[src/rtl/tty_pkg.sv]
// Shared definitions for the teleprinter/keyboard IOT controller:
// transmit FSM states, IOT op-codes and the optional receive FIFO depth.
package tty_pkg;

    localparam int unsigned FIFO_DEPTH = 4;

    typedef enum logic [2:0] {
        TX_IDLE,
        TX_WAIT,
        TX_SEND,
        TX_START,
        TX_DONE
    } tx_state_e;

    localparam logic [2:0] OP_KCF = 3'd0;
    localparam logic [2:0] OP_KSF = 3'd1;
    localparam logic [2:0] OP_KCC = 3'd2;
    localparam logic [2:0] OP_KRS = 3'd4;
    localparam logic [2:0] OP_KIE = 3'd5;
    localparam logic [2:0] OP_KRB = 3'd6;

    localparam logic [2:0] OP_TFL = 3'd0;
    localparam logic [2:0] OP_TSF = 3'd1;
    localparam logic [2:0] OP_TCF = 3'd2;
    localparam logic [2:0] OP_TPC = 3'd4;
    localparam logic [2:0] OP_TLS = 3'd6;

endpackage

[src/rtl/tty_if.sv]
// CPU-side IOT bus between the processor (master) and the TTY controller (slave).
interface tty_if;
    logic        iot_strobe;
    logic [5:0]  iot_dev;
    logic [2:0]  iot_op;
    logic [11:0] ac_in;
    logic [11:0] ac_out;
    logic        ac_or;
    logic        ac_clr;
    logic        skip;
    logic        irq;

    modport master (
        output iot_strobe, iot_dev, iot_op, ac_in,
        input  ac_out, ac_or, ac_clr, skip, irq
    );

    modport slave (
        input  iot_strobe, iot_dev, iot_op, ac_in,
        output ac_out, ac_or, ac_clr, skip, irq
    );
endinterface

[src/rtl/tty_rx_fifo.sv]
// Receive byte buffer; DEPTH=1 behaves as a single holding register.
// A push into a full buffer is accepted only when a pop happens in the same cycle.
module tty_rx_fifo
    import tty_pkg::*;
#(
    parameter int unsigned DEPTH  = 1,
    parameter int unsigned DATA_W = 8
) (
    input  logic              clk,
    input  logic              nrst,
    input  logic              push_i,
    input  logic [DATA_W-1:0] data_i,
    input  logic              pop_i,
    output logic [DATA_W-1:0] head_o,
    output logic              empty_o,
    output logic              full_o,
    output logic              overrun_o
);
    localparam int unsigned PTR_W = (DEPTH > 1) ? $clog2(DEPTH) : 1;
    localparam int unsigned CNT_W = $clog2(DEPTH + 1);

    logic [DATA_W-1:0] mem_q [DEPTH];
    logic [PTR_W-1:0]  rd_q, wr_q;
    logic [CNT_W-1:0]  cnt_q;
    logic              ovr_q;
    logic              pop_ok, push_ok;

    function automatic logic [PTR_W-1:0] next_ptr(input logic [PTR_W-1:0] p);
        return (p == PTR_W'(DEPTH - 1)) ? '0 : p + 1'b1;
    endfunction

    assign empty_o   = (cnt_q == '0);
    assign full_o    = (cnt_q == CNT_W'(DEPTH));
    assign pop_ok    = pop_i && !empty_o;
    assign push_ok   = push_i && (!full_o || pop_ok);
    assign head_o    = empty_o ? '0 : mem_q[rd_q];
    assign overrun_o = ovr_q;

    always_ff @(posedge clk) begin
        if (push_ok) begin
            mem_q[wr_q] <= data_i;
        end
    end

    always_ff @(posedge clk or negedge nrst) begin
        if (!nrst) begin
            rd_q  <= '0;
            wr_q  <= '0;
            cnt_q <= '0;
            ovr_q <= 1'b0;
        end else begin
            if (pop_ok)  rd_q <= next_ptr(rd_q);
            if (push_ok) wr_q <= next_ptr(wr_q);
            if (push_ok && !pop_ok) begin
                cnt_q <= cnt_q + 1'b1;
            end else if (pop_ok && !push_ok) begin
                cnt_q <= cnt_q - 1'b1;
            end
            ovr_q <= push_i && full_o && !pop_ok;
        end
    end
endmodule

[src/rtl/tty_ctrl.sv]
// Keyboard/teleprinter IOT controller. Define TTY_RX_FIFO_EN for a 4-entry
// receive FIFO; otherwise the keyboard buffer is a single byte register.
module tty_ctrl
    import tty_pkg::*;
#(
    parameter logic [5:0] KBD_DEV = 6'o03,
    parameter logic [5:0] TTY_DEV = 6'o04
) (
    input  logic       clk,
    input  logic       nrst,
    tty_if.slave       bus,
    input  logic       rx_load,
    input  logic [7:0] rx_data,
    output logic       rx_ready,
    output logic       rx_overrun,
    output logic       tx_load,
    output logic [7:0] tx_data,
    input  logic       tx_ready
);
`ifdef TTY_RX_FIFO_EN
    localparam int unsigned RX_DEPTH = FIFO_DEPTH;
`else
    localparam int unsigned RX_DEPTH = 1;
`endif

    logic       kbd_hit, tty_hit;
    logic       pop_d, ac_or_d, ac_clr_d, skip_d, print_d, tset_d, tclr_d, ie_wr_d;
    logic       ac_or_q, ac_clr_q, skip_q, irq_q, ie_q, tty_flag_q;
    logic [7:0] ac_out_q, head;
    logic       rx_empty, rx_full, kbd_flag, done_exit;
    tx_state_e  state_q;
    logic       tx_load_q;
    logic [7:0] tx_data_q;
    logic       unused_ac;

    assign kbd_hit   = bus.iot_strobe && (bus.iot_dev == KBD_DEV);
    assign tty_hit   = bus.iot_strobe && (bus.iot_dev == TTY_DEV);
    assign kbd_flag  = !rx_empty;
    assign done_exit = (state_q == TX_DONE) && tx_ready;
    assign unused_ac = ^bus.ac_in[11:8];

    tty_rx_fifo #(.DEPTH(RX_DEPTH), .DATA_W(8)) u_rx_fifo (
        .clk       (clk),
        .nrst      (nrst),
        .push_i    (rx_load),
        .data_i    (rx_data),
        .pop_i     (pop_d),
        .head_o    (head),
        .empty_o   (rx_empty),
        .full_o    (rx_full),
        .overrun_o (rx_overrun)
    );

    always_comb begin
        pop_d    = 1'b0;
        ac_or_d  = 1'b0;
        ac_clr_d = 1'b0;
        skip_d   = 1'b0;
        print_d  = 1'b0;
        tset_d   = 1'b0;
        tclr_d   = 1'b0;
        ie_wr_d  = 1'b0;
        if (kbd_hit) begin
            case (bus.iot_op)
                OP_KCF: pop_d = 1'b1;
                OP_KSF: skip_d = kbd_flag;
                OP_KCC: begin ac_clr_d = 1'b1; pop_d = 1'b1; end
                OP_KRS: ac_or_d = 1'b1;
                OP_KIE: ie_wr_d = 1'b1;
                OP_KRB: begin ac_clr_d = 1'b1; ac_or_d = 1'b1; pop_d = 1'b1; end
                default: ;
            endcase
        end
        if (tty_hit) begin
            case (bus.iot_op)
                OP_TFL: tset_d = 1'b1;
                OP_TSF: skip_d = tty_flag_q;
                OP_TCF: tclr_d = 1'b1;
                OP_TPC: print_d = 1'b1;
                OP_TLS: begin tclr_d = 1'b1; print_d = 1'b1; end
                default: ;
            endcase
        end
    end

    // Print requests arriving while a byte is in flight are simply ignored.
    always_ff @(posedge clk or negedge nrst) begin
        if (!nrst) begin
            state_q   <= TX_IDLE;
            tx_load_q <= 1'b0;
            tx_data_q <= '0;
        end else begin
            tx_load_q <= 1'b0;
            case (state_q)
                TX_IDLE:  if (print_d) begin
                              tx_data_q <= bus.ac_in[7:0];
                              state_q   <= TX_WAIT;
                          end
                TX_WAIT:  if (tx_ready) begin
                              tx_load_q <= 1'b1;
                              state_q   <= TX_SEND;
                          end
                TX_SEND:  state_q <= TX_START;
                TX_START: if (!tx_ready) state_q <= TX_DONE;
                TX_DONE:  if (tx_ready) state_q <= TX_IDLE;
                default:  state_q <= TX_IDLE;
            endcase
        end
    end

    // ac_out is captured before a same-cycle pop so the CPU ORs in the popped byte.
    always_ff @(posedge clk or negedge nrst) begin
        if (!nrst) begin
            ac_or_q    <= 1'b0;
            ac_clr_q   <= 1'b0;
            skip_q     <= 1'b0;
            irq_q      <= 1'b0;
            ie_q       <= 1'b1;
            tty_flag_q <= 1'b0;
            ac_out_q   <= '0;
        end else begin
            ac_or_q  <= ac_or_d;
            ac_clr_q <= ac_clr_d;
            skip_q   <= skip_d;
            irq_q    <= ie_q & (kbd_flag | tty_flag_q);
            ac_out_q <= head;
            if (ie_wr_d) ie_q <= bus.ac_in[0];
            if (tclr_d) begin
                tty_flag_q <= 1'b0;
            end else if (tset_d || done_exit) begin
                tty_flag_q <= 1'b1;
            end
        end
    end

    assign bus.ac_out = {4'b0000, ac_out_q};
    assign bus.ac_or  = ac_or_q;
    assign bus.ac_clr = ac_clr_q;
    assign bus.skip   = skip_q;
    assign bus.irq    = irq_q;
    assign rx_ready   = !rx_full;
    assign tx_load    = tx_load_q;
    assign tx_data    = tx_data_q;
endmodule

[src/flat_wrapper.sv]
// flat-port wrapper written by rule: the top's interface ports become plain ports
module tty_ctrl_flat import tty_pkg::*;
#(
    parameter logic [5:0] KBD_DEV = 6'o03,
    parameter logic [5:0] TTY_DEV = 6'o04
)
  (clk, nrst, rx_load, rx_data, rx_ready, rx_overrun, tx_load, tx_data, tx_ready, bus_iot_strobe, bus_iot_dev, bus_iot_op, bus_ac_in, bus_ac_out, bus_ac_or, bus_ac_clr, bus_skip, bus_irq);
  tty_if bus_i ();
  input  logic clk;
  input  logic nrst;
  input  logic rx_load;
  input  logic [7:0] rx_data;
  output logic rx_ready;
  output logic rx_overrun;
  output logic tx_load;
  output logic [7:0] tx_data;
  input  logic tx_ready;
  input wire logic [$bits(bus_i.iot_strobe)-1:0] bus_iot_strobe;
  input wire logic [$bits(bus_i.iot_dev)-1:0] bus_iot_dev;
  input wire logic [$bits(bus_i.iot_op)-1:0] bus_iot_op;
  input wire logic [$bits(bus_i.ac_in)-1:0] bus_ac_in;
  output wire logic [$bits(bus_i.ac_out)-1:0] bus_ac_out;
  output wire logic [$bits(bus_i.ac_or)-1:0] bus_ac_or;
  output wire logic [$bits(bus_i.ac_clr)-1:0] bus_ac_clr;
  output wire logic [$bits(bus_i.skip)-1:0] bus_skip;
  output wire logic [$bits(bus_i.irq)-1:0] bus_irq;
  assign bus_i.iot_strobe = bus_iot_strobe;
  assign bus_i.iot_dev = bus_iot_dev;
  assign bus_i.iot_op = bus_iot_op;
  assign bus_i.ac_in = bus_ac_in;
  assign bus_ac_out = bus_i.ac_out;
  assign bus_ac_or = bus_i.ac_or;
  assign bus_ac_clr = bus_i.ac_clr;
  assign bus_skip = bus_i.skip;
  assign bus_irq = bus_i.irq;
  tty_ctrl #(.KBD_DEV(KBD_DEV), .TTY_DEV(TTY_DEV)) u_core (.clk(clk), .nrst(nrst), .bus(bus_i), .rx_load(rx_load), .rx_data(rx_data), .rx_ready(rx_ready), .rx_overrun(rx_overrun), .tx_load(tx_load), .tx_data(tx_data), .tx_ready(tx_ready));
endmodule
[config.mk]
export PLATFORM = sky130hd
export DESIGN_NAME = tty_ctrl_flat
export DESIGN_NICKNAME = d
export VERILOG_FILES = /design/src/rtl/tty_pkg.sv /design/src/rtl/tty_if.sv /design/src/rtl/tty_rx_fifo.sv /design/src/rtl/tty_ctrl.sv /design/src/flat_wrapper.sv
export SDC_FILE = /design/constraint.sdc
export NUM_CORES = 1
export LEC_CHECK = 0
export ABC_AREA = 1
export CORE_MARGIN = 10
export CORE_UTILIZATION = 46
export CTS_BUF_LIST = sky130_fd_sc_hd__clkbuf_8 sky130_fd_sc_hd__clkbuf_16
export CTS_CLUSTER_DIAMETER = 50
export DETAILED_ROUTE_END_ITERATION = 8
export PLACE_DENSITY = 0.95
export SLEW_MARGIN = 0
export SYNTH_ARGS = -nofsm -noshare
export SYNTH_HDL_FRONTEND = slang
export SYNTH_HIERARCHICAL = 1
export SYNTH_SLANG_ARGS = --single-unit
[constraint.sdc]
create_clock -name clk -period 2.9 [get_ports clk]
set_input_delay 0.58 -clock clk [delete_from_list [all_inputs] [get_ports clk]]
set_output_delay 0.58 -clock clk [all_outputs]
set_load 0.02 [all_outputs]
# Yosys cells after proc, flatten, opt, wreduce, memory -nomap -nowiden
# Memories as Yosys holds them, arrays and structs flattened.
# Cells that the tools add are included.
[op_classes]
addsub = 2
eq_ne = 15
n_mux = 30
bitwise_logic = 2
reduce_logical = 23
[ops]
columns = ["operator", "n"]
rows = [
  ["two-way mux 1 bit", 24],
  ["one-hot mux 3 bit (5 select lines)", 1],
  ["== test 3 bit (second input constant)", 4],
  ["two-way mux 3 bit", 4],
  ["== test 3 x 2 -> 1 bit (second input constant)", 3],
  ["logical AND 1 bit", 9],
  ["two-way mux 8 bit", 1],
  ["== test 3 x 1 -> 1 bit (second input constant)", 2],
  ["== test 6 x 2 -> 1 bit (second input constant)", 1],
  ["== test 6 x 3 -> 1 bit (second input constant)", 1],
  ["zero test 3 bit", 2],
  ["inequality test 2 bit (second input constant)", 3],
  ["AND reduction 4 bit", 1],
  ["nonzero test 2 bit", 2],
  ["OR reduction 2 bit", 2],
  ["zero test 1 bit", 3],
  ["OR reduction 3 bit", 1],
  ["logical OR 1 bit", 2],
  ["inequality test 2 x 1 -> 1 bit (second input constant)", 1],
  ["AND reduction 2 bit", 1],
  ["adder 1 bit (second input constant)", 1],
  ["AND 1 bit", 1],
  ["bitwise OR 1 bit", 1],
  ["subtractor 1 bit (second input constant)", 1],
]
[totals]
reg_bits = 28
ram_bits = 8
inputBits = 34
out_inout_bits = 27
elab_cells = 85
memories = 1
[mem_list]
columns = ["memory", "depth", "word_bits", "rd", "rd_clocked_by_memory_dff", "wr", "line_no", "text"]
rows = [
  ["u_core.u_rx_fifo.mem_q", 1, 8, 1, 0, 1, "tty_rx_fifo.sv:22", "logic [DATA_W-1:0] mem_q [DEPTH];"],
]

# Depth between registers and ports, before layout
# Gate-level depths: netlist of run 1.
[logic_depth]
depth_word = 11
depth_mapped = 8
ltp_nobuf = 8

# Hierarchy
# Netlist of run 1, hierarchy kept.
[modules_own_cells]
columns = ["module", "n_inst", "cells_per_inst", "area_per_inst_um2", "seq_area_each_um2"]
rows = [
  ["tty_ctrl", 1, 124, 1129.8, 651.9],
  ["tty_rx_fifo", 1, 34, 392.9, 290.3],
]

# Worst setup path before layout of run 1
# No wires, ideal clock.
[synth_timing]
kind = "input to register"
startpoint = "input bus_iot_dev[4]"
endpoint = "memory u_core.u_rx_fifo.mem_q[0][0] (enable)"
setup_time_ns = 0.345
t_arrival_ns = 1.524
required_time_ns = 2.555
setup_slack_ns = 1.030
stages = 7
n_path_buf = 0
path_cell_list = "inv_1 nand2_1 nor3_2 inv_1 nor3_1 inv_1 a21oi_2"
[synth_between]
elab_chain_len = 8
[synth_rtl]
columns = ["element", "line_no", "text"]
rows = [
  ["from (decl)", "flat_wrapper.sv:19", "input wire logic [$bits(bus_i.iot_dev)-1:0] bus_iot_dev;"],
  ["== test 6 x 2 -> 1 bit", "tty_ctrl.sv:36", "assign kbd_hit = bus.iot_strobe && (bus.iot_dev == KBD_DEV);"],
  ["logical AND 1 bit", "tty_ctrl.sv:36", ""],
  ["two-way mux 1 bit", "tty_ctrl.sv:63", "if (kbd_hit) begin"],
  ["via u_core.pop_d", "tty_ctrl.sv:27", "logic pop_d, ac_or_d, ac_clr_d, skip_d, print_d, tset_d, tclr_d, ie_wr_d;"],
  ["logical AND 1 bit", "tty_rx_fifo.sv:34", "assign pop_ok = pop_i && !empty_o;"],
  ["logical OR 1 bit", "tty_rx_fifo.sv:35", "assign push_ok = push_i && (!full_o || pop_ok);"],
  ["logical AND 1 bit", "tty_rx_fifo.sv:35", ""],
  ["via u_core.u_rx_fifo.push_ok", "tty_rx_fifo.sv:26", "logic pop_ok, push_ok;"],
  ["two-way mux 1 bit", "tty_rx_fifo.sv:40", "if (push_ok) begin"],
  ["two-way mux 1 bit (implied by the code)", "tty_rx_fifo.sv:41", "mem_q[wr_q] <= data_i;"],
  ["to (decl)", "tty_rx_fifo.sv:22", ""],
]
# The timed path passes the listed nets, and every way through them passes these cells.

# Worst setup path in the final report of run 1
[layout_timing]
startpoint = "input bus_iot_strobe"
endpoint = "memory u_core.u_rx_fifo.mem_q[0][2] (enable)"
[layout_between]
elab_chain_len = 7
[layout_rtl]
columns = ["element", "line_no", "text"]
rows = [
  ["from (decl)", "flat_wrapper.sv:18", "input wire logic [$bits(bus_i.iot_strobe)-1:0] bus_iot_strobe;"],
  ["logical AND 1 bit", "tty_ctrl.sv:36", ""],
  ["two-way mux 1 bit", "tty_ctrl.sv:63", ""],
  ["via u_core.pop_d", "tty_ctrl.sv:27", ""],
  ["logical AND 1 bit", "tty_rx_fifo.sv:34", ""],
  ["logical OR 1 bit", "tty_rx_fifo.sv:35", ""],
  ["logical AND 1 bit", "tty_rx_fifo.sv:35", ""],
  ["via u_core.u_rx_fifo.push_ok", "tty_rx_fifo.sv:26", ""],
  ["two-way mux 1 bit", "tty_rx_fifo.sv:40", ""],
  ["two-way mux 1 bit (implied by the code)", "tty_rx_fifo.sv:41", ""],
]
# The timed path passes the listed nets, and every way through them passes these cells.

==> results of run 1 <==
state kept, by name (all words and copies together), names as in the netlist, 3 cells and up:
signal / count
u_core/ac_out_q: 8
u_core/tx_data: 8
u_core/u_rx_fifo/mem_q: 8
u_core/state_q: 3
cell type report:
type,instances,area [um2]
Clock buffer,5,68.8
Clock inverter,3,42.5
Fill cell,241,916
Inverter,29,114
Multi-Input combinational cell,91,437
Sequential cell,36,942
Tap cell,44,55.1
Timing Repair Buffer,53,528
how the worst min path moves through the flow:
stage                            startpoint                 end  slack [ns]  cells past startpoint
2_1_floorplan                          nrst  u_core/ac_out_q[0]        0.28                      0
3_3_place_gp   u_core/u_rx_fifo/mem_q[0][4]  u_core/ac_out_q[4]        0.42                      2
3_5_place_dp   u_core/u_rx_fifo/mem_q[0][6]  u_core/ac_out_q[6]        0.42                      2
4_1_cts        u_core/u_rx_fifo/mem_q[0][6]  u_core/ac_out_q[6]        0.44                      2
5_1_grt        u_core/u_rx_fifo/mem_q[0][4]  u_core/ac_out_q[4]        0.45                      2
6_report       u_core/u_rx_fifo/mem_q[0][0]  u_core/ac_out_q[0]        0.44                      2
per-layer routing:
metal  track usage (%)  part of all wire (%)  wire length (um)  up-vias
met5                 0                     0                 0        -
met4              7.48                   2.8                98        0
met3              4.72                   5.4               189        8
met2              22.6                    56              1960       39
met1              11.7                    36              1270      563
li1                  -                     -                 -      595
cell usage after synthesis, drive strengths merged:
master	n	area, um2
conb	1	3.75
inv	28	105
nand4	3	18.8
o21ai	3	15.0
dfstp	1	26.3
buf	5	41.3
nand3	18	95.1
nand3b	1	7.51
clkinv	1	8.76
dfrtp	27	676
a21boi	1	7.51
nor2	12	57.6
nor3	4	25.0
nand2	43	181
edfxtp	8	240
a21oi	2	13.8
metrics by stage:
stage	hold WS [ns]	area (um2)	worst slack, ns	total power, W	utilization, %
3_3_place_gp	0.415	2080	0.433	0.000819	66.9
4_1_cts	0.439	2190	0.709	0.00127	70.5
3_5_place_dp	0.423	2080	0.400	0.000833	66.9
2_1_floorplan	0.284	1530	1.03	0.000729	-
6_report	0.438	2190	0.694	0.00126	70.5
5_1_grt	0.453	2190	0.504	0.00133	70.5
power by group:
group          switching, W  internal, W
registers         0.0000280     0.000545
clock network      0.000177     0.000254
logic              0.000151     0.000102
total              0.000356     0.000901
worst min-delay path: stages, from the launching register on:
cell and delay [ns]:
edfxtp_1 0.32, nand2_1 0.05, inv_1 0.04
cells by family (layout without fill, tap and decap cells):
| group | after synthesis | after routing |
|---|---|---|
| simple gates | 81 | 81 |
| flops | 36 | 36 |
| buf+inv | 34 | 90 |
| compound gates | 6 | 6 |
| other cells | 1 | 4 |
==> metrics.yaml, run 1 <==
finalNonFillerCells: 261
dpl.hpwl_mm: 2.72
setup_tns_ns: 0
cp.depth: 7
cts.clk_slew.worst_paths_ns: 0.07
h-tree-depth: 2
cts_buffers: 5
crit_end: "u_core/u_rx_fifo/mem_q[0][2]"
clock-sinks: 36
grt_pass1_wl_mm: 5.80
seq_area_frac_synth_pct: 61.9
drive_gt1_share_pct: 11.1
nets: 250
final_antenna_net_count: 0
syn_inst: 158
finalHoldViolations: 0
ctsHoldBuffers: 0
grt_pass1_vias: 1239
max_stage_delay_ns: 0.45
setup_viol_count_final: 0
synthAdderAreaFrac_pct: 0
cp.arrival_ns: 2.14
layout_common_cells: "52 x clkdlybuf4s50_1, 39 x nand2_1, 27 x dfrtp_1, 25 x inv_1, 17 x nand3_1"
globalplace.congestion: 0.814
ys_ff_latch: 36
syn_avg_cell_area_um2: 9.64
cp-startpoint: "bus_iot_strobe"
hold_path_class: "reg -> reg"
synth_xor_area_share_pct: 0
grt.total_usage_pct: 12.5
path_common_cell: "inv_1"
cts_root_buf: "clkbuf_8"
crit_fanout: 8
drt-initial-drc-count: 98
post-route-period-util_pct: 76.1
yosysUniqueCellTypes: 25
portBuffers: 52
grt_max_degree: 29
rsz0062_at_grt: "no"
power.leakage_nw: 1.07
cts_setup_buffers: 0
worst_ep_required_time_ns: 2.84
io_pins: 61
worstSetupStartpointType: "input port"
cp_num_buf_inv: 3
p_per_area_mw_per_mm2: 575
ys_warn_count: 6
finalCriticalPeriod_ns: 2.21
status: "finished, final reports clean"
syn_to_final_growth_pct: 43.6
dieWidth_um: 77.5
cts_buffer_depth: 2
ir_drop_mv: 0.278
critical-path-slowest-cell: "clkdlybuf4s50_1"
synth_compound_area_share_pct: 2.38
post_cts_resized: 0
die-area_mm2: 0.00601
via_per_inst: 4.62
die_h_um: 77.5
netlist_area_mm2: 0.00152
remaining_drc_errors: 0
worstReg2RegStart: "u_core/u_rx_fifo/full_o"
routed_wl_mm: 3.51
fmax_ghz: 0.453
ff2ff_path_depth: 1
synth_top_family_by_area: "simple AND/OR/NAND/NOR gates"
grt_antenna_before_repair: 0
maxSlewViolCount: 0
synthMuxAreaShare_pct: 0
final_common_cell: "clkdlybuf4s50_1"
finClkSkew_ns: 0.00329
design.core.area_mm2: 0.00310
detail_route.first_pass.iterations: 4
critical_path.cell_chain: "clkdlybuf4s50_1 > nand2_1 > nor3_2 > inv_1 > nor3_1 > inv_1 > a21oi_2"
overflow: 0
dp.cells: 253
cp_top_family: "buffers and inverters"
r2r_end: "u_core/u_rx_fifo/mem_q[0][2]"
path_class: "in -> reg"
rows: 20
initial_core_util_pct: 49.1
cts_tree: "done"
end_kind: "flop"
vias: 1205
synth_simple_gate_area_share_pct: 25.3
maxCapViolations: 0
wl_per_cell_um: 13.5
clock_latency_ns: 0.29
reg2reg_slack_ns: 1.58
diodes: 0
Note: power is estimated with default switching activity, not from simulation.
==> run 2, diff against run 1 <==
--- a/config.mk
+++ b/config.mk
@@ -7,11 +7,11 @@
 export LEC_CHECK = 0
 export ABC_AREA = 1
 export CORE_MARGIN = 10
-export CORE_UTILIZATION = 46
+export CORE_UTILIZATION = 38
 export CTS_BUF_LIST = sky130_fd_sc_hd__clkbuf_8 sky130_fd_sc_hd__clkbuf_16
 export CTS_CLUSTER_DIAMETER = 50
 export DETAILED_ROUTE_END_ITERATION = 8
-export PLACE_DENSITY = 0.95
+export PLACE_DENSITY = 0.87
 export SLEW_MARGIN = 0
 export SYNTH_ARGS = -nofsm -noshare
 export SYNTH_HDL_FRONTEND = slang
==> constraint.sdc (replaced) <==
create_clock -name clk -period 1.8 [get_ports clk]
set_input_delay 0.36 -clock clk [delete_from_list [all_inputs] [get_ports clk]]
set_output_delay 0.36 -clock clk [all_outputs]
set_load 0.02 [all_outputs]
==> run 2 against run 1 <==
Compared with the run above:
- routed wire length down 2.0%
- critical path type unchanged
- largest power group unchanged
- highest routed layer unchanged
- clock skew barely moved
- largest cell class unchanged
- setup slack got worse by 0.60 ns
- first-iteration DRC count decreased by 31%
==> metrics.yaml, run 2 (same netlist as run 1, synthesis figures left out) <==
nets: 259  # +3.6%
design_area_mm2: 0.00229  # +4.7%
finalCriticalPeriod_ns: 1.71
worst_ep_required_time_ns: 1.79  # -1.05 ns
critical_path.cell_chain: "clkdlybuf4s50_1 > inv_1 > nand2_2 > nor3_4 > inv_2 > nor3_2 > inv_1 > a21oi_2 > buf_6"
finClkSkew_ns: 0.00338  # +0.0000875 ns
ctsHoldBuffers: 0  # unchanged
setup_viol_count_final: 0  # unchanged
finalHoldViolations: 0  # unchanged
vias: 1213  # +0.66%
max_stage_delay_ns: 0.39  # -0.06 ns
ff2ff_path_depth: 6  # +5
holdPathStages: 2  # unchanged
dpl.hpwl_mm: 2.75  # +1.0%
routed_wl_mm: 3.44  # -2.0%
remaining_drc_errors: 0  # unchanged
final_antenna_net_count: 0  # unchanged
via_per_inst: 4.43  # -4.1%
cp.arrival_ns: 1.70  # -0.44 ns
grt_pass1_wl_mm: 5.65  # -2.6%
clock_latency_ns: 0.28  # about the same
end_kind: "flop"
power.leakage_nw: 1.15  # +7.5%
io_pins: 61  # unchanged
ff_latch_area_um2: 942  # unchanged
rows: 22  # +10%
critical-path-slowest-cell: "clkdlybuf4s50_1"
fmax_ghz: 0.586
clock-sinks: 36  # unchanged
hold_path_class: "reg -> reg"
detail_route.first_pass.iterations: 4  # unchanged
initial_core_util_pct: 40.4  # -8.7 points
grt_pass1_vias: 1226  # -1.0%
die_h_um: 83.3  # +7.4%
cts.clk_slew.worst_paths_ns: 0.07  # about the same
syn_to_final_growth_pct: 50.4
maxCapViolations: 0  # unchanged
wl_per_cell_um: 12.6  # -6.7%
diodes: 0  # unchanged
design.core.area_mm2: 0.00377  # +22%
multi_input_area_um2: 455  # +4.3%
post-route-util_pct: 60.7  # -9.8 points
place_area_mm2: 0.00215  # +3.5%
crit_fanout: 8  # unchanged
dieWidth_um: 83.3  # +7.4%
final_common_cell: "clkdlybuf4s50_1"
path_class: "in -> reg"
globalplace.congestion: 0.811  # -0.33%
layout_common_cells: "49 x clkdlybuf4s50_1, 38 x nand2_1, 27 x dfrtp_1, 23 x inv_1, 16 x nand3_1"
die-area_mm2: 0.00694  # +15%
drive_gt1_share_pct: 16.8  # +5.8 points
post-route-period-util_pct: 94.8
grt_max_degree: 29  # unchanged
worstSetupStartpointType: "input port"
p_per_area_mw_per_mm2: 882  # +54%
ir_drop_mv: 0.518  # +86%
drt-initial-drc-count: 68  # -31%
cts_buffers: 5  # unchanged
portBuffers: 52  # unchanged
h-tree-depth: 2  # unchanged
overflow: 0  # unchanged
cts_tree: "done"
path_common_cell: "inv_1"
grt_antenna_before_repair: 0  # unchanged
fill_cells: 331  # +37%
cts_buffer_depth: 2  # unchanged
maxSlewViolCount: 0  # unchanged
status: "finished, final reports clean"
grt.total_usage_pct: 9.75  # -2.7 points
reg2reg_slack_ns: 0.52  # -1.06 ns
cts_root_buf: "clkbuf_8"
## run 2: cell types whose count changed in the layout (fill, tap and decap cells not counted), moves of 2 or more
| cell | before | now |
|---|---|---|
| buf_4 | 1 | 9 |
| inv_2 | 3 | 5 |
| inv_1 | 25 | 23 |
| dlymetal6s2s_1 | 0 | 3 |
| clkdlybuf4s50_1 | 52 | 49 |
## run 2: area by class of cell
| cell class | instances | share of cell area [%] |
|---|---|---|
| sequential | 36 | 41.1 |
| timing repair buffer | 62 | 26.5 |
| clock buffer | 5 | 3.01 |
| clock inverter | 3 | 1.86 |
| tap | 48 | 2.62 |
| inverter | 29 | 4.97 |
| multi-input combinational | 91 | 19.9 |
## run 2: through the flow
stage               std cells  setup WS, ns  TNS (ns)  total power [W]  hold slack (ns)
floorplan                 161         0.150         0          0.00117           0.0644
global placement          266        -0.239     -1.92          0.00133            0.417
detailed placement        266        -0.255     -2.04          0.00134            0.431
CTS                       274        0.0673         0          0.00204            0.447
global route              274      -0.00733   -0.0478          0.00213            0.467
finish                    274        0.0939         0          0.00202            0.440
## run 2: worst paths after layout
path,from,to
max,bus_iot_dev[5],u_core/u_rx_fifo/mem_q[0][5]
min,u_core/u_rx_fifo/mem_q[0][3],u_core/ac_out_q[3]
max reg2reg,u_core/state_q[0],u_core/tx_data[2]
min reg2reg,u_core/u_rx_fifo/mem_q[0][3],u_core/ac_out_q[3]
max in group asynchronous,nrst,u_core/ie_q
min in group asynchronous,nrst,u_core/state_q[0]
## run 2: worst max-delay path: cells and delay by family
| family | cells | cell delay, ns |
|---|---|---|
| simple gates | 3 | 0.44 |
| buf+inv | 5 | 0.75 |
| compound gates | 1 | 0.15 |
## run 2: per-layer routing
metal / up-vias / part of all wire [%] / track usage (%)
li1: 613 / - / -
met1: 557 / 38 / 10.2
met2: 39 / 52 / 16.8
met3: 4 / 9.3 / 5.08
met4: 0 / 0.67 / 2.31
met5: - / 0 / 0
## run 2: where the power goes
group	total [W]	switching, W	internal [W]
Sequential	0.000919	0.0000409	0.000879
Clock	0.000694	0.000284	0.000410
Combinational	0.000408	0.000236	0.000171
Total	0.00202	0.000561	0.00146
## run 2: what timing repair did
action | 4_1_cts | 5_1_grt
gates resized for setup | 0 | 10
setup buffers | 0 | 0
hold endpoints to repair | 0 | 0
setup endpoints to repair | 0 | 8
==> run 3, diff against run 2 <==
--- a/config.mk
+++ b/config.mk
@@ -6,12 +6,13 @@
 export NUM_CORES = 1
 export LEC_CHECK = 0
 export ABC_AREA = 1
-export CORE_MARGIN = 10
+export CORE_MARGIN = 2
 export CORE_UTILIZATION = 38
 export CTS_BUF_LIST = sky130_fd_sc_hd__clkbuf_8 sky130_fd_sc_hd__clkbuf_16
 export CTS_CLUSTER_DIAMETER = 50
 export DETAILED_ROUTE_END_ITERATION = 8
 export PLACE_DENSITY = 0.87
+export REMOVE_ABC_BUFFERS = 1
 export SLEW_MARGIN = 0
 export SYNTH_ARGS = -nofsm -noshare
 export SYNTH_HDL_FRONTEND = slang
==> run 3 against run 2 <==
Compared with the run above:
- the flow now finishes with violations (setup timing)
- non-clock buffer count rose by 3
- clock power is 19% lower
- register-to-register slack is essentially flat
- setup slack got worse by 0.10 ns
- maximum frequency decreased by 5.6%
- worst hold slack improved by 0.0034 ns
- global-route usage is 5.5 points higher
- largest cell class unchanged
- highest routed layer unchanged
==> metrics.yaml, run 3 (same netlist as run 1, synthesis figures left out) <==
portBuffers: 52  # unchanged
grt_pass1_wl_mm: 5.02  # -11%
vias: 1252  # +3.2%
grt_max_degree: 29  # unchanged
status: "finished with violations"
cp.depth: 9  # unchanged
diodes: 0  # unchanged
cp_num_buf_inv: 5  # unchanged
violations: "setup timing"
ff2ff_path_depth: 6  # unchanged
ir_drop_mv: 0.464  # -11%
finClkSkew_ns: 0.00305  # -0.000321 ns
wl_per_cell_um: 11.8  # -6.3%
maxCapViolations: 0  # unchanged
cts_buffers: 5  # unchanged
initial_core_util_pct: 38.9  # -1.5 points
remaining_drc_errors: 0  # unchanged
syn_to_final_growth_pct: 50.6
grt_antenna_before_repair: 0  # unchanged
holdWs_ns: 0.443  # +0.00345 ns
path_class: "in -> reg"
crit_fanout: 8  # unchanged
setup_viol_count_final: 8  # +8
clock_latency_ns: 0.29  # about the same
place_area_mm2: 0.00217  # +0.82%
hold_path_class: "in -> async"
layout_common_cells: "48 x clkdlybuf4s50_1, 38 x nand2_1, 27 x dfrtp_1, 23 x inv_1, 16 x nand3_1"
setup_tns_ns: -0.0542  # -0.0542 ns
finalHoldViolations: 0  # unchanged
cts_tree: "done"
power.leakage_nw: 1.16  # +1.4%
routed_wl_mm: 3.29  # -4.6%
cts_root_buf: "clkbuf_8"
worst_ep_required_time_ns: 1.81  # +0.02 ns
cp_top_family: "buffers and inverters"
cp.arrival_ns: 1.82  # +0.12 ns
critical-path-slowest-cell: "clkdlybuf4s50_1"
design.core.area_mm2: 0.00391  # +3.8%
cts_buffer_depth: 2  # unchanged
cts.clk_slew.worst_paths_ns: 0.07  # about the same
detail_route.first_pass.iterations: 4  # unchanged
grt_pass1_vias: 1221  # -0.41%
h-tree-depth: 2  # unchanged
grt.total_usage_pct: 15.2  # +5.5 points
rows: 23  # +4.5%
overflow: 0  # unchanged
maxSlewViolCount: 0  # unchanged
drt-initial-drc-count: 39  # -43%
post-route-period-util_pct: 100  # +5.6 points
post-route-util_pct: 58.6  # -2.1 points
clock-sinks: 36  # unchanged
dp_slack_ns: -0.283  # -0.0271 ns
final_common_cell: "clkdlybuf4s50_1"
path_common_cell: "inv_1"
end_kind: "flop"
dpl.hpwl_mm: 2.42  # -12%
die_h_um: 67.3  # -19%
max_stage_delay_ns: 0.41  # +0.02 ns
finalCriticalPeriod_ns: 1.81  # +0.101 ns
dieWidth_um: 67.3  # -19%
die-area_mm2: 0.00453  # -35%
io_pins: 61  # unchanged
setup_slack_ns: -0.00752  # -0.101 ns
globalplace.congestion: 0.717  # -12%
reg2reg_slack_ns: 0.53  # about the same
p_per_area_mw_per_mm2: 827  # -6.3%
design_area_mm2: 0.00229  # +0.16%
via_per_inst: 4.49  # +1.4%
nets: 262  # +1.2%
worstSetupStartpointType: "input port"
critical_path.cell_chain: "clkdlybuf4s50_1 > inv_1 > nand2_2 > nor3_4 > inv_2 > nor3_2 > inv_1 > a21oi_2 > buf_6"
drive_gt1_share_pct: 17.9  # +1.1 points
final_antenna_net_count: 0  # unchanged
fmax_ghz: 0.553  # -5.6%
-- run 3: cell types whose count changed in the layout (fill, tap and decap cells not counted), sizes merged --
cell and delta:
clkinvlp -1, dlymetal6s2s +1, buf +3, bufinv -1, clkinv +2, clkdlybuf4s50 -1
-- run 3: stage by stage --
step	power, W	cells
floorplan	0.00117	156
global placement	0.00133	270
detailed placement	0.00134	270
CTS	0.00191	278
global route	0.00201	279
finish	0.00190	279
-- run 3: worst paths after layout --
check,endpoint,start
setup reg to reg,u_core/tx_data[1],u_core/state_q[0]
setup / recovery,u_core/u_rx_fifo/mem_q[0][3],bus_iot_dev[3]
max in group asynchronous,u_core/ie_q,nrst
min in group clk,u_core/ac_out_q[3],u_core/u_rx_fifo/mem_q[0][3]
hold / removal,u_core/bus.ac_clr,nrst
hold reg to reg,u_core/ac_out_q[3],u_core/u_rx_fifo/mem_q[0][3]
-- run 3: per-layer routing --
| metal | wire length, um | global-route usage (%) |
|---|---|---|
| met3 | 207 | 4.50 |
| met4 | 86 | 9.18 |
| met5 | 0 | 0 |
| met2 | 1750 | 27.6 |
| met1 | 1240 | 15.3 |
-- run 3: layout make-up --
cell class                 instances  area (um2)
clock buffer                       5        68.8
clock inverter                     3        18.8
fill                             345        1620
inverter                          29         114
multi-input combinational         91         455
sequential                        36         942
tap                               50        62.6
timing repair buffer              65         632
-- run 3: report_power, final --
group          switching, W  total, W  internal (W)
registers         0.0000428  0.000921      0.000878
clock network      0.000293  0.000563      0.000269
logic              0.000238  0.000412      0.000175
-- run 3: what timing repair did --
action                                  CTS  global route
setup buffers                             0             1
endpoints found under the hold margin     0             0
endpoints found under the setup margin    0             8
gates resized for setup                   0            11
hold buffers                              0             0
